File: src/rtl/dcache_bypass_pkg.sv
// Shared definitions for the uncached dcache stand-in: request op encoding and FSM state type.
package dcache_bypass_pkg;

  typedef enum logic {
    DC_OP_READ  = 1'b0,
    DC_OP_WRITE = 1'b1
  } dc_op_e;

  typedef enum logic [2:0] {
    BP_IDLE,
    BP_P0_REQ,
    BP_P0_WAIT,
    BP_P1_REQ,
    BP_P1_WAIT,
    BP_RESP
  } bp_state_e;

endpackage

File: src/rtl/dcache_bypass.sv
// Storage-less dcache responder: each accepted port access becomes one single-beat memory transaction,
// with a p0+p1 pair serialized p0 then p1 and completed by a single data_ok pulse.
module dcache_bypass
  import dcache_bypass_pkg::*;
#(
  parameter int TAG_W    = 20,
  parameter int INDEX_W  = 7,
  parameter int OFFSET_W = 5
) (
  input  logic                clk,
  input  logic                reset,
  input  logic                p0_valid,
  input  logic                p1_valid,
  input  logic [2:0]          op,
  input  logic [TAG_W-1:0]    tag,
  input  logic [INDEX_W-1:0]  index,
  input  logic [OFFSET_W-1:0] p0_offset,
  input  logic [OFFSET_W-1:0] p1_offset,
  input  logic [3:0]          p0_wstrb,
  input  logic [3:0]          p1_wstrb,
  input  logic [31:0]         p0_wdata,
  input  logic [31:0]         p1_wdata,
  input  logic                uncached,
  input  logic [1:0]          p0_size,
  input  logic [1:0]          p1_size,
  output logic                addr_ok,
  output logic                data_ok,
  output logic [31:0]         p0_rdata,
  output logic [31:0]         p1_rdata,
  output logic                mem_req,
  output logic                mem_we,
  output logic [31:0]         mem_addr,
  output logic [1:0]          mem_size,
  output logic [3:0]          mem_wstrb,
  output logic [31:0]         mem_wdata,
  input  logic                mem_addr_ok,
  input  logic                mem_data_ok,
  input  logic [31:0]         mem_rdata
);

  if (TAG_W + INDEX_W + OFFSET_W != 32) begin : g_width_chk
    $error("dcache_bypass: TAG_W+INDEX_W+OFFSET_W must equal 32");
  end

  bp_state_e           state, state_nxt;
  dc_op_e              op_q;
  logic                pair_q;
  logic [TAG_W-1:0]    tag_q;
  logic [INDEX_W-1:0]  index_q;
  logic [OFFSET_W-1:0] off0_q, off1_q;
  logic [3:0]          strb0_q, strb1_q;
  logic [31:0]         wdata0_q, wdata1_q;
  logic [1:0]          size0_q, size1_q;
  logic                accept;
  logic                sel_p1;

  // Every access bypasses, so the uncached hint and the upper op bits carry no information here.
  logic unused_inputs;
  assign unused_inputs = &{1'b0, uncached, op[2:1]};

  assign addr_ok = (state == BP_IDLE) && !reset;
  assign accept  = addr_ok && p0_valid;
  assign data_ok = (state == BP_RESP);
  assign sel_p1  = (state == BP_P1_REQ) || (state == BP_P1_WAIT);

  always_comb begin
    state_nxt = state;
    mem_req   = 1'b0;
    case (state)
      BP_IDLE:    if (p0_valid) state_nxt = BP_P0_REQ;
      BP_P0_REQ: begin
        mem_req = 1'b1;
        if (mem_addr_ok) state_nxt = BP_P0_WAIT;
      end
      BP_P0_WAIT: if (mem_data_ok) state_nxt = pair_q ? BP_P1_REQ : BP_RESP;
      BP_P1_REQ: begin
        mem_req = 1'b1;
        if (mem_addr_ok) state_nxt = BP_P1_WAIT;
      end
      BP_P1_WAIT: if (mem_data_ok) state_nxt = BP_RESP;
      BP_RESP:    state_nxt = BP_IDLE;
      default:    state_nxt = BP_IDLE;
    endcase
  end

  // Memory beat attributes come only from the latched request, never from the live inputs.
  assign mem_we    = mem_req && (op_q == DC_OP_WRITE);
  assign mem_addr  = {tag_q, index_q, sel_p1 ? off1_q : off0_q};
  assign mem_size  = sel_p1 ? size1_q  : size0_q;
  assign mem_wstrb = sel_p1 ? strb1_q  : strb0_q;
  assign mem_wdata = sel_p1 ? wdata1_q : wdata0_q;

  always_ff @(posedge clk) begin
    if (reset) begin
      state    <= BP_IDLE;
      op_q     <= DC_OP_READ;
      pair_q   <= 1'b0;
      tag_q    <= '0;
      index_q  <= '0;
      off0_q   <= '0;
      off1_q   <= '0;
      strb0_q  <= '0;
      strb1_q  <= '0;
      wdata0_q <= '0;
      wdata1_q <= '0;
      size0_q  <= '0;
      size1_q  <= '0;
      p0_rdata <= '0;
      p1_rdata <= '0;
    end else begin
      state <= state_nxt;
      if (accept) begin
        op_q     <= dc_op_e'(op[0]);
        pair_q   <= p1_valid;
        tag_q    <= tag;
        index_q  <= index;
        off0_q   <= p0_offset;
        off1_q   <= p1_offset;
        strb0_q  <= p0_wstrb;
        strb1_q  <= p1_wstrb;
        wdata0_q <= p0_wdata;
        wdata1_q <= p1_wdata;
        size0_q  <= p0_size;
        size1_q  <= p1_size;
      end
      // Write acks leave the read-data registers untouched.
      if (state == BP_P0_WAIT && mem_data_ok && op_q == DC_OP_READ) p0_rdata <= mem_rdata;
      if (state == BP_P1_WAIT && mem_data_ok && op_q == DC_OP_READ) p1_rdata <= mem_rdata;
    end
  end

endmodule

File: config.mk
export PLATFORM = sky130hd
export DESIGN_NAME = dcache_bypass
export DESIGN_NICKNAME = d
export VERILOG_FILES = /design/src/rtl/dcache_bypass_pkg.sv /design/src/rtl/dcache_bypass.sv
export SDC_FILE = /design/constraint.sdc
export NUM_CORES = 1
export LEC_CHECK = 0
export CAP_MARGIN = 25
export CORE_MARGIN = 4
export CORE_UTILIZATION = 50
export CTS_BUF_LIST = sky130_fd_sc_hd__clkbuf_4
export CTS_CLUSTER_SIZE = 14
export DETAILED_ROUTE_END_ITERATION = 10
export GPL_ROUTABILITY_DRIVEN = 0
export PLACE_DENSITY = 0.95
export SLEW_MARGIN = 20
export SYNTH_ARGS = -nofsm -noshare
export SYNTH_HDL_FRONTEND = slang
export SYNTH_SLANG_ARGS = --single-unit
File: constraint.sdc
create_clock -name clk -period 3.7 [get_ports clk]
set_input_delay 0.74 -clock clk [delete_from_list [all_inputs] [get_ports clk]]
set_output_delay 0.74 -clock clk [all_outputs]
set_load 0.01 [all_outputs]
==> results of run 1 <==
==> critical path: stages (launching register included) <==
cell and delay (ps):
dfxtp_2 430, or3b_1 440, a21bo_4 340, buf_4 250, mux2_4 310, clkdlybuf4s50_1 490
==> registers in the layout, indices dropped and copies added, names as in the netlist, 2 cells and up <==
name,flops
p0_rdata,32
p1_rdata,32
wdata0_q,32
wdata1_q,32
tag_q,20
index_q,7
off0_q,5
off1_q,5
strb0_q,4
strb1_q,4
state,3
size0_q,2
size1_q,2
==> routing by layer <==
metal | vias up | GRT usage
met5 | - | 0
met4 | 0 | 0.0896
met3 | 41 | 0.0741
met2 | 190 | 0.376
met1 | 2794 | 0.225
li1 | 2862 | -
==> cells by family after synthesis <==
kind of cell | count (synthesis) | synth area share
and+or+nand+nor | 231 | 0.180
DFF | 182 | 0.451
xor gates and xnor gates | 1 | 0.00108
AOI/OAI and AO/OA | 5 | 0.00449
buffers and inverters | 52 | 0.0437
muxes | 223 | 0.319
==> where the power goes <==
part           internal (mW)  switching [mW]
clock network          0.417           0.704
registers               2.09          0.0642
logic                  0.554           0.276
total                   3.06            1.04
==> path summary, 6_finish.rpt <==
check	depth (start not counted)	slack (ps)	end	start
setup / recovery	5	150	mem_wdata[0]	state[2]
hold / removal	2	480	p0_rdata[20]	p0_rdata[20]
setup reg to reg	5	1780	wdata0_q[23]	state[0]
hold reg to reg	2	480	p0_rdata[20]	p0_rdata[20]
==> layout make-up <==
| type | instances | area [um^2] | area share |
|---|---|---|---|
| Inverter | 1 | 3.75 | 0.000330 |
| Multi-Input combinational cell | 460 | 4100 | 0.360 |
| Tap cell | 216 | 270 | 0.0237 |
| Clock inverter | 14 | 149 | 0.0131 |
| Timing Repair Buffer | 306 | 3080 | 0.270 |
| Antenna cell | 1 | 2.50 | 0.000220 |
| Clock buffer | 18 | 135 | 0.0119 |
| Sequential cell | 182 | 3650 | 0.320 |
==> cells in the final DEF (no fill, tap or decap), types with 2 or more instances in the layout <==
master / netlist / routed
nor2b_1: 117 / 117
clkinv_4: 0 / 3
mux2i_1: 65 / 65
clkbuf_4: 0 / 18
dfxtp_1: 182 / 180
inv_6: 0 / 5
buf_4: 0 / 13
or3_1: 2 / 2
nand2b_1: 99 / 99
clkinv_2: 0 / 3
dfxtp_2: 0 / 2
bufinv_16: 0 / 2
mux2_2: 118 / 118
clkdlybuf4s50_1: 0 / 288
a21oi_1: 2 / 2
mux2_4: 40 / 40
buf_12: 5 / 3
==> what timing repair did <==
| action | 4_1_cts | 5_1_grt |
|---|---|---|
| buffers inserted | 0 | 3 |
| resized for setup | 3 | 1 |
| cloned | 0 | 1 |
| setup endpoints to repair | 40 | 11 |
| hold buffers | 0 | 0 |
==> out/metrics.csv, run 1 <==
stage;metric;value;unit
yosys;synth_top_area_share;0.451;
sta;whs;484;ps
clock_tree;root_buffer;clkbuf_4;
yosys;synthFlopType;dfxtp_1;
yosys;syn_nets;849;
placement;post-dp-hpwl;14600;um
yosys;yosysTopAreaCell;dfxtp_1;
die;core;0.0159;mm^2
die;start_util;0.509;
layout;nets;1123;
worst_setup_path;crit_arrival;2810;ps
yosys;synth_seq_cells;182;
pwr;leakagePower;4.60;nW
layout;stdcell_count;1198;
routing;wl_per_cell;16.7;um
sta;slew_violations;0;
placement;portBuffers;289;
pwr;finalPower;4.11;mW
sta;timing.final.crit_period;3550;ps
worst_setup_path;endpoint_kind;output pin;
layout;drive_above_1_share;0.218;
run_status;status;complete, no violations;
clock_tree;h-tree-depth;4;
clock_tree;clkTransAtPathRegs;140;ps
pwr;p_per_area;361;mW/mm^2
routing;routed.top_layer;met4;
clock_tree;insertion_delay;570;ps
placement;dp_slack;516;ps
yosys;syn_area_per_cell;11.6;um^2
sta;tightest_slew;967;ps
routing;wl_met1;7630;um
die;dieArea;0.0183;mm^2
yosys;synthArstFlopShare;0;
sta;relSlewSlack;0.355;
routing;routed_via_density;4.91;
sta;finalHoldViolCount;0;
layout;final_cell_area;0.0114;mm^2
global_routing;grt_pass1_vias;6114;
routing;routed_wl;19900;um
yosys;syn_inst;694;
global_routing;antenna_found_initial;1;
routing;first_iter_violations;243;
sta;setup-violations-final;0;
placement;placed_area;0.0110;mm^2
yosys;yosysSeqAreaShare;0.451;
routing;wl_met3;1450;um
yosys;synth_edf_count;0;
global_routing;grt_max_degree;128;
clock_tree;cts_buffers;17;
routing;drcViolationCount;0;
layout;fin_util;0.717;
yosys;ys_warn_count;0;
sta;max_freq;282;MHz
routing;num_vias;5887;
yosys;syn-cell-area;0.00808;mm^2
global_routing;grt_overflow_total;0;
layout;nFillCells;1133;
clock_tree;tritoncts;yes;
yosys;yosysUniqueCellTypes;27;
sta;finalWorstSetupSlack;150;ps
global_routing;grt_first_pass_wirelength;30400;um
worst_setup_path;worstPathRequired;2960;ps
worst_setup_path;cp_max_fo;9;
min_path;hold_path.class;reg -> reg;
pwr;vdd.ir_drop.worst;0.000219;V
sta;period_share;0.960;
die;die_y;135;um
placement;dp_cells;1161;
die;rows;46;
sta;fin_setup_tns;0;ps
die;io_pins;293;
job;drv_cap;0;
die;die_w;135;um
sta;clock_skew;15.2;ps
layout;area_growth;40.9;%
routing;drtPass1Iterations;4;
clock_tree;cts_sinks;182;
global_routing;grt_util_all_layers;0.211;
worst_setup_path;start_kind;flip-flop;
clock_tree;clock_path_buffers;2;
worst_setup_path;critPathKind;reg -> out;
yosys;synth_commonest_cells;dfxtp_1, mux2_2, nor2b_1, nand2b_1, mux2i_1;
routing;ant_nets;0;
yosys;post-synth-top-count-cell;dfxtp_1;
routing;met2RoutedLength;10200;um
yosys;yosys-top-cells-area;dfxtp_1, mux2_2, nor2b_1, mux2i_1, nand2b_1;
Power figures use the tool's default switching activity.
==> run 2, diff against run 1 <==
--- a/config.mk
+++ b/config.mk
@@ -12,7 +12,7 @@
 export CTS_CLUSTER_SIZE = 14
 export DETAILED_ROUTE_END_ITERATION = 10
 export GPL_ROUTABILITY_DRIVEN = 0
-export PLACE_DENSITY = 0.95
+export PLACE_DENSITY = 0.88
 export SLEW_MARGIN = 20
 export SYNTH_ARGS = -nofsm -noshare
 export SYNTH_HDL_FRONTEND = slang
==> out/metrics.csv, run 2 (synthesis results as in run 1) <==
stage;metric;value;unit;change
run_status;status;complete, no violations;;unchanged
worst_setup_path;cp-startpoint;state[1];;was state[2]
clock_tree;clkTransAtPathRegs;140;ps;about the same
layout;final_common_cell;clkdlybuf4s50_1;;unchanged
clock_tree;postCtsSetupBuffers;0;;unchanged
worst_setup_path;r2r_slack;1740;ps;was 1780 ps
routing;wl_per_cell;16.0;um;was 16.7 um
global_routing;antenna_found_initial;1;;unchanged
min_path;hold_path.class;reg -> reg;;unchanged
sta;finalHoldViolCount;0;;unchanged
worst_setup_path;cp_max_fo;16;;was 9
die;die_w;135;um;unchanged
clock_tree;ctsHoldBuffers;0;;unchanged
sta;tightest_slew;776;ps;was 967 ps
routing;ant_nets;0;;unchanged
global_routing;grt_overflow_total;0;;unchanged
clock_tree;h-tree-depth;4;;unchanged
die;rows;46;;unchanged
global_routing;grt_util_all_layers;0.201;;was 0.211
sta;setup-violations-final;0;;unchanged
routing;routed_via_density;4.83;;was 4.91
global_routing;grt_max_degree;97;;was 128
layout;nFillCells;1193;;was 1133
pwr;vdd.ir_drop.worst;0.000204;V;was 0.000219 V
placement;placed_area;0.0110;mm^2;about the same
worst_setup_path;critPathCapture;mem_wdata[10];;was mem_wdata[0]
clock_tree;cts_sinks;182;;unchanged
sta;relSlewSlack;0.482;;was 0.355
pwr;power_switching;1.00;mW;was 1.04 mW
die;io_pins;293;;unchanged
sta;max_freq;283;MHz;was 282 MHz
sta;rsz0062_at_grt;false;;
routing;num_vias;5758;;was 5887
layout;final_cell_area;0.0113;mm^2;was 0.0114 mm^2
sta;clock_skew;16.1;ps;was 15.2 ps
clock_tree;cts_resized;0;;was 3
clock_tree;clock_path_buffers;2;;unchanged
layout;nets;1118;;was 1123
clock_tree;root_buffer;clkbuf_4;;unchanged
placement;portBuffers;289;;unchanged
pwr;sw_frac_of_total;0.252;;was 0.254
sta;fin_setup_tns;0;ps;unchanged
die;core;0.0159;mm^2;unchanged
routing;first_iter_violations;200;;was 243
layout;mostFrequentLayoutCells;clkdlybuf4s50_1, dfxtp_1, mux2_2;;unchanged
worst_setup_path;r2r-start;state[1];;was state[0]
layout;area_growth;40.0;%;was 40.9%
sta;slew_violations;0;;unchanged
routing;drcViolationCount;0;;unchanged
worst_setup_path;start_kind;flip-flop;;unchanged
pwr;finalPower;3.98;mW;was 4.11 mW
pwr;seqPwrFrac;0.539;;was 0.525
die;dieArea;0.0183;mm^2;unchanged
clock_tree;insertion_delay;560;ps;was 570 ps
worst_setup_path;endpoint_kind;output pin;;unchanged
pwr;leakagePower;4.58;nW;was 4.60 nW
die;start_util;0.509;;unchanged
pwr;internal_power;2.98;mW;was 3.06 mW
sta;whs;481;ps;was 484 ps
placement;post-dp-hpwl;13900;um;was 14600 um
clock_tree;cts_buffers;17;;unchanged
pwr;p_per_area;352;mW/mm^2;was 361 mW/mm^2
worst_setup_path;critPathKind;reg -> out;;unchanged
routing;routed_wl;19100;um;was 19900 um
worst_setup_path;worstPathRequired;2960;ps;about the same
job;drv_cap;0;;unchanged
pwr;p_clk_frac;0.255;;was 0.273
routing;drtPass1Iterations;4;;unchanged
sta;period_share;0.954;;was 0.960
clock_tree;tritoncts;yes;;unchanged
layout;drive_above_1_share;0.213;;was 0.218
die;die_y;135;um;unchanged
layout;fin_util;0.712;;was 0.717
sta;timing.final.crit_period;3530;ps;was 3550 ps
global_routing;grt_first_pass_wirelength;29000;um;was 30400 um
pwr;comb_power_share;0.206;;was 0.202
global_routing;grt_pass1_vias;5666;;was 6114
worst_setup_path;crit_arrival;2790;ps;was 2810 ps
worst_setup_path;worstRegToRegCells;4;;was 5
worst_setup_path;rr_endpoint;index_q[6];;was wdata0_q[23]
run 2: changes by cell type in the layout (fill, tap and decap cells not counted), moves of 2 or more:
cell,previous run,this run
buf_4,13,9
clkdlybuf4s50_1,288,286
clkinv_4,3,0
clkinvlp_4,0,3
dlymetal6s2s_1,0,2
inv_6,5,3
run 2: power groups by stage:
stage / combinational [mW] / sequential (mW) / clock [mW]
global placement: 0.809 / 2.19 / 0
CTS: 0.826 / 2.15 / 1.06
floorplan: 0.431 / 2.19 / 0
finish: 0.820 / 2.15 / 1.01
detailed placement: 0.822 / 2.19 / 0
global route: 0.878 / 2.16 / 1.14
run 2: layout make-up:
| cell class | instances | area [um^2] | area share |
|---|---|---|---|
| diodes | 1 | 2.50 | 0.000221 |
| flip-flops and latches | 182 | 3640 | 0.322 |
| repair buffers | 301 | 3040 | 0.268 |
| clock buffers | 19 | 143 | 0.0126 |
| clock inverters | 13 | 106 | 0.00940 |
| inverters | 1 | 3.75 | 0.000332 |
| multi-input cells | 460 | 4110 | 0.363 |
| well taps | 216 | 270 | 0.0239 |
run 2: routing by layer:
layer  share of wire  wire (um)  track usage  up-vias
met5               0          0            0        -
met4           0.037        709       0.0969        0
met3           0.081       1550       0.0786       43
met2            0.49       9320        0.331      190
met1            0.40       7570        0.228     2674
li1                -          -            -     2851
run 2: worst min path at each step:
stage               slack [ps]    startpoint      endpoint  depth (start not counted)
floorplan                  490  p0_rdata[20]  p0_rdata[20]                          2
global placement           460  p0_rdata[30]  p0_rdata[30]                          2
detailed placement         460   p1_rdata[5]   p1_rdata[5]                          2
CTS                        480   p1_rdata[7]   p1_rdata[7]                          2
global route               500  p1_rdata[15]  p1_rdata[15]                          2
finish                     480   p1_rdata[7]   p1_rdata[7]                          2
run 2: worst max-delay path: stages (launching register included):
cell	delay, ps
dfxtp_1	460
or3b_4	450
a21bo_4	270
buf_8	230
mux2_4	320
clkdlybuf4s50_1	490
run 2: stage by stage:
stage               cells  worst slack (ps)
finish               1193               169
global route         1193              40.7
CTS                  1191              2.14
detailed placement   1159               657
global placement     1159               679
floorplan             694              1330
